--- src/rtl/input_debounce_edge.sv ---
// input_debounce_edge: synchronizes and debounces a bouncy asynchronous input,
// producing a clean level plus one-cycle rise/fall strobes.
// Ports:
//   clk   - system clock, all state updates on posedge
//   reset - asynchronous active-low reset
//   in    - raw asynchronous input (may glitch/bounce)
//   out   - debounced, synchronized level (registered)
//   rise  - one-cycle strobe on out 0->1 (registered)
//   fall  - one-cycle strobe on out 1->0 (registered)
//   busy  - high while a candidate change is being timed (registered)
module input_debounce_edge #(
   parameter int CNT_W           = 16,
   parameter int DEBOUNCE_CYCLES = 50000
) (
   input  logic clk,
   input  logic reset,
   input  logic in,
   output logic out,
   output logic rise,
   output logic fall,
   output logic busy
);
   if (DEBOUNCE_CYCLES < 1 || longint'(DEBOUNCE_CYCLES) > (longint'(1) << CNT_W) - 1) begin : g_bad_param
      $fatal(1, "input_debounce_edge: DEBOUNCE_CYCLES out of range");
   end
   typedef enum logic {STABLE, PENDING} state_t;
   localparam logic [CNT_W-1:0] LAST = CNT_W'(DEBOUNCE_CYCLES - 1);
   state_t           state, state_n;
   logic [CNT_W-1:0] cnt, cnt_n;
   logic             sync1, sync2;
   logic             out_n, rise_n, fall_n, commit;
   always_comb begin
      state_n = state;
      cnt_n   = cnt;
      commit  = 1'b0;
      case (state)
         STABLE: begin
            cnt_n = '0;
            if (sync2 != out) begin
               // a one-cycle window needs no pending phase
               if (DEBOUNCE_CYCLES == 1) commit = 1'b1;
               else begin
                  state_n = PENDING;
                  cnt_n   = CNT_W'(1);
               end
            end
         end
         default: begin
            if (sync2 == out) begin
               // any matching sample restarts the window
               state_n = STABLE;
               cnt_n   = '0;
            end else if (cnt == LAST) commit = 1'b1;
            else cnt_n = cnt + 1'b1;
         end
      endcase
      if (commit) begin
         state_n = STABLE;
         cnt_n   = '0;
      end
      out_n  = commit ? sync2 : out;
      rise_n = commit & sync2;
      fall_n = commit & ~sync2;
   end
   always_ff @(posedge clk or negedge reset) begin
      if (!reset) begin
         sync1 <= 1'b0;
         sync2 <= 1'b0;
         state <= STABLE;
         cnt   <= '0;
         out   <= 1'b0;
         rise  <= 1'b0;
         fall  <= 1'b0;
         busy  <= 1'b0;
      end else begin
         sync1 <= in;
         sync2 <= sync1;
         state <= state_n;
         cnt   <= cnt_n;
         out   <= out_n;
         rise  <= rise_n;
         fall  <= fall_n;
         busy  <= (cnt_n != '0);
      end
   end
endmodule

--- config.mk ---
export PLATFORM = sky130hd
export DESIGN_NAME = input_debounce_edge
export DESIGN_NICKNAME = d
export VERILOG_FILES = /design/src/rtl/input_debounce_edge.sv
export SDC_FILE = /design/constraint.sdc
export NUM_CORES = 1
export LEC_CHECK = 0
export CAP_MARGIN = 20
export CORE_MARGIN = 4
export CORE_UTILIZATION = 55
export DETAILED_ROUTE_END_ITERATION = 16
export PLACE_DENSITY = 0.74
export SLEW_MARGIN = 20
export SYNTH_ARGS = -nofsm -noshare
export SYNTH_HDL_FRONTEND = slang
export SYNTH_SLANG_ARGS = --single-unit
--- constraint.sdc ---
create_clock -name clk -period 3.6 [get_ports clk]
set_input_delay 0.72 -clock clk [delete_from_list [all_inputs] [get_ports clk]]
set_output_delay 0.72 -clock clk [all_outputs]
set_load 0.05 [all_outputs]
==> reports/metrics.cfg <==
[sta]
rsz0062_at_grt=false
clock_skew_ns=0.005183
setup_viol=0
fin_crit_ns=2.279
relSlewSlack_pct=61.48
max_slew.worst_pin.slew_ns=0.5760
max_freq_ghz=0.4387
worst_hold_slack_ns=0.3528
slew_viol_final=0
hold_viol=0
totalNegativeSetupSlack_ns=0
fin_crit_sh_pct=63.31

[synth]
ys.flop_type=dfrtp_1
seq_area_frac_synth_pct=46.28
syn_nets=125
synth_edf_count=0
yosys.area.top_type=dfrtp_1
synth_async_sr_flop_share_pct=100.0
ys_warn_count=0
synth_cell_types=36
ys_seq_elements=23
syn_inst=121
synth_area_um2=1244
yosysTopAreaCellShare_pct=46.28
synth.top_cells.by_area=dfrtp_1 46%, xnor2_1 9.9%, nor2_1 5.7%
syn_area_per_cell_um2=10.28

[cts]
htreeDepth=1
clkSinkCount=23
cts-buffers-inserted=3
cts-hold-fix-buffers=0
cts_resized=0
cts_setup_buffers=0
tritoncts=built
cts.clk_slew.worst_paths_ns=0.12
cts_buffer_depth=2
insertion_delay_ns=0.31
cts-root-buf=clkbuf_4

[drt]
drt-total-wl_mm=2.216
viasPerCell=5.709
vias=862
drt_first_pass_iters=4
drtIter0Drc=17
ant_nets=0
drc=0
routedWlPerCell_um=14.68

[run_status]
status=finished, final reports clean

[worst_setup_path]
cp-start-kind=register
worstPathArrival_ns=1.56
path_buf_inv=1
critPathCaptureType=primary output
slowest_stage=clkdlybuf4s50_1
critical_path_class=reg2out
crit_fanout=5
cp.required_ns=2.88
cp_cell_sequence=clkdlybuf4s50_1
cpLargestDelayFamily=buffers and inverters
slowest_delay_ns=0.83

[layout]
syn_to_final_growth_pct=5.634
antenna_cells=0
multiInputGateArea_um2=610.6
utilization_pct=63.71
layout_commonest_cell=dfrtp_1
seqCellArea_um2=575.6
layout_common_cells=23 x dfrtp_1, 19 x nor2_1, 14 x xnor2_1
num-fill-cells=175
final_nets=129
layout-drive-gt1-share_pct=10.48

[global_routing]
antenna_found_initial=0
grt_pass1_vias=846
grt_usage_pct=16.41
grt_pass1_wl_mm=3.953
grt_overflow_total=0
grt_start_max_net_pins=24

[min_path]
min_path_type=in2async

[power_and_ir_drop]
peakVddDrop_mv=0.2545
power_uw=405.1
leakage_nw=0.5339
p_per_area_nw_per_um2=308.3

[floorplanning]
die_area_um2=3086
fp.coreArea_um2=2062
die_w_um=55.55
fp.dieH_um=55.55
initial_core_util_pct=60.32
rows=16
ios=7

[placed_design]
dp_hpwl_mm=1.650
place_congestion=0.8113
portBuffers=6

[job]
drv_cap=0

[where the power goes]
part,internal (mW),switching (mW),leakage (nW)
registers,0.262,0.00399,0.310
logic,0.00739,0.0148,0.206
clock network,0.0416,0.0751,0.0177
[synth_stat cells (2+ instances only)]
cell type and count:
xor2_1 7, and3_2 2, nand2_1 6, clkbuf_1 3, nor3_1 5, and2_1 2, nor4_1 2, nand3_1 6
or4_1 2, buf_6 2, xnor2_1 14, inv_1 3, nor3b_1 2, nor2_1 19, dfrtp_1 23, nand4_1 3
[flip-flops by register name, indices dropped and copies added, names as in the netlist]
register	count
cnt	16
busy	1
fall	1
out	1
rise	1
state	1
sync1	1
sync2	1
[kinds of logic (layout without fill, tap and decap cells)]
family | Yosys count | after routing | synth area share, %
xor gates and xnor gates | 21 | 21 | 14.79
and+or+nand+nor | 58 | 58 | 28.17
AOI/OAI and AO/OA | 7 | 7 | 4.226
DFF | 23 | 23 | 46.28
buffers and inverters | 10 | 13 | 4.627
adders and majority gates | 1 | 1 | 1.006
muxes | 1 | 1 | 0.9054
[area by class of cell]
class                           count  area share [%]
Multi-Input combinational cell     88           46.48
Inverter                            3          0.8571
Sequential cell                    23           43.81
Clock inverter                      1          0.3810
Tap cell                           27           2.571
Timing Repair Buffer                6           4.190
Clock buffer                        3           1.714
[through the flow]
stage / setup WS (ns) / cell area [um^2] / std cells
global placement: 1.615 / 1291 / 147
global route: 1.241 / 1314 / 151
CTS: 1.301 / 1319 / 151
detailed placement: 1.586 / 1291 / 147
floorplan: 1.764 / 1244 / 121
finish: 1.321 / 1314 / 151
[final timing paths]
kind	cells past startpoint	slack (ns)	from	endpoint
max	1	1.32	out	out
min	1	0.35	reset	cnt[1]
max reg2reg	6	1.56	cnt[0]	busy
min reg2reg	0	0.37	sync1	sync2
max in group asynchronous	1	2.91	reset	cnt[8]
min in group clk	0	0.37	sync1	sync2
[per-layer routing]
| metal | GRT usage [%] | part of all wire (%) | up-vias |
|---|---|---|---|
| met2 | 26.01 | 50 | 12 |
| met1 | 21.26 | 45 | 420 |
| met4 | 6.250 | 1.0 | 0 |
| met3 | 4.429 | 3.6 | 2 |
| met5 | 0 | 0 | - |
| li1 | - | - | 428 |
(Power assumes the default switching activity.)
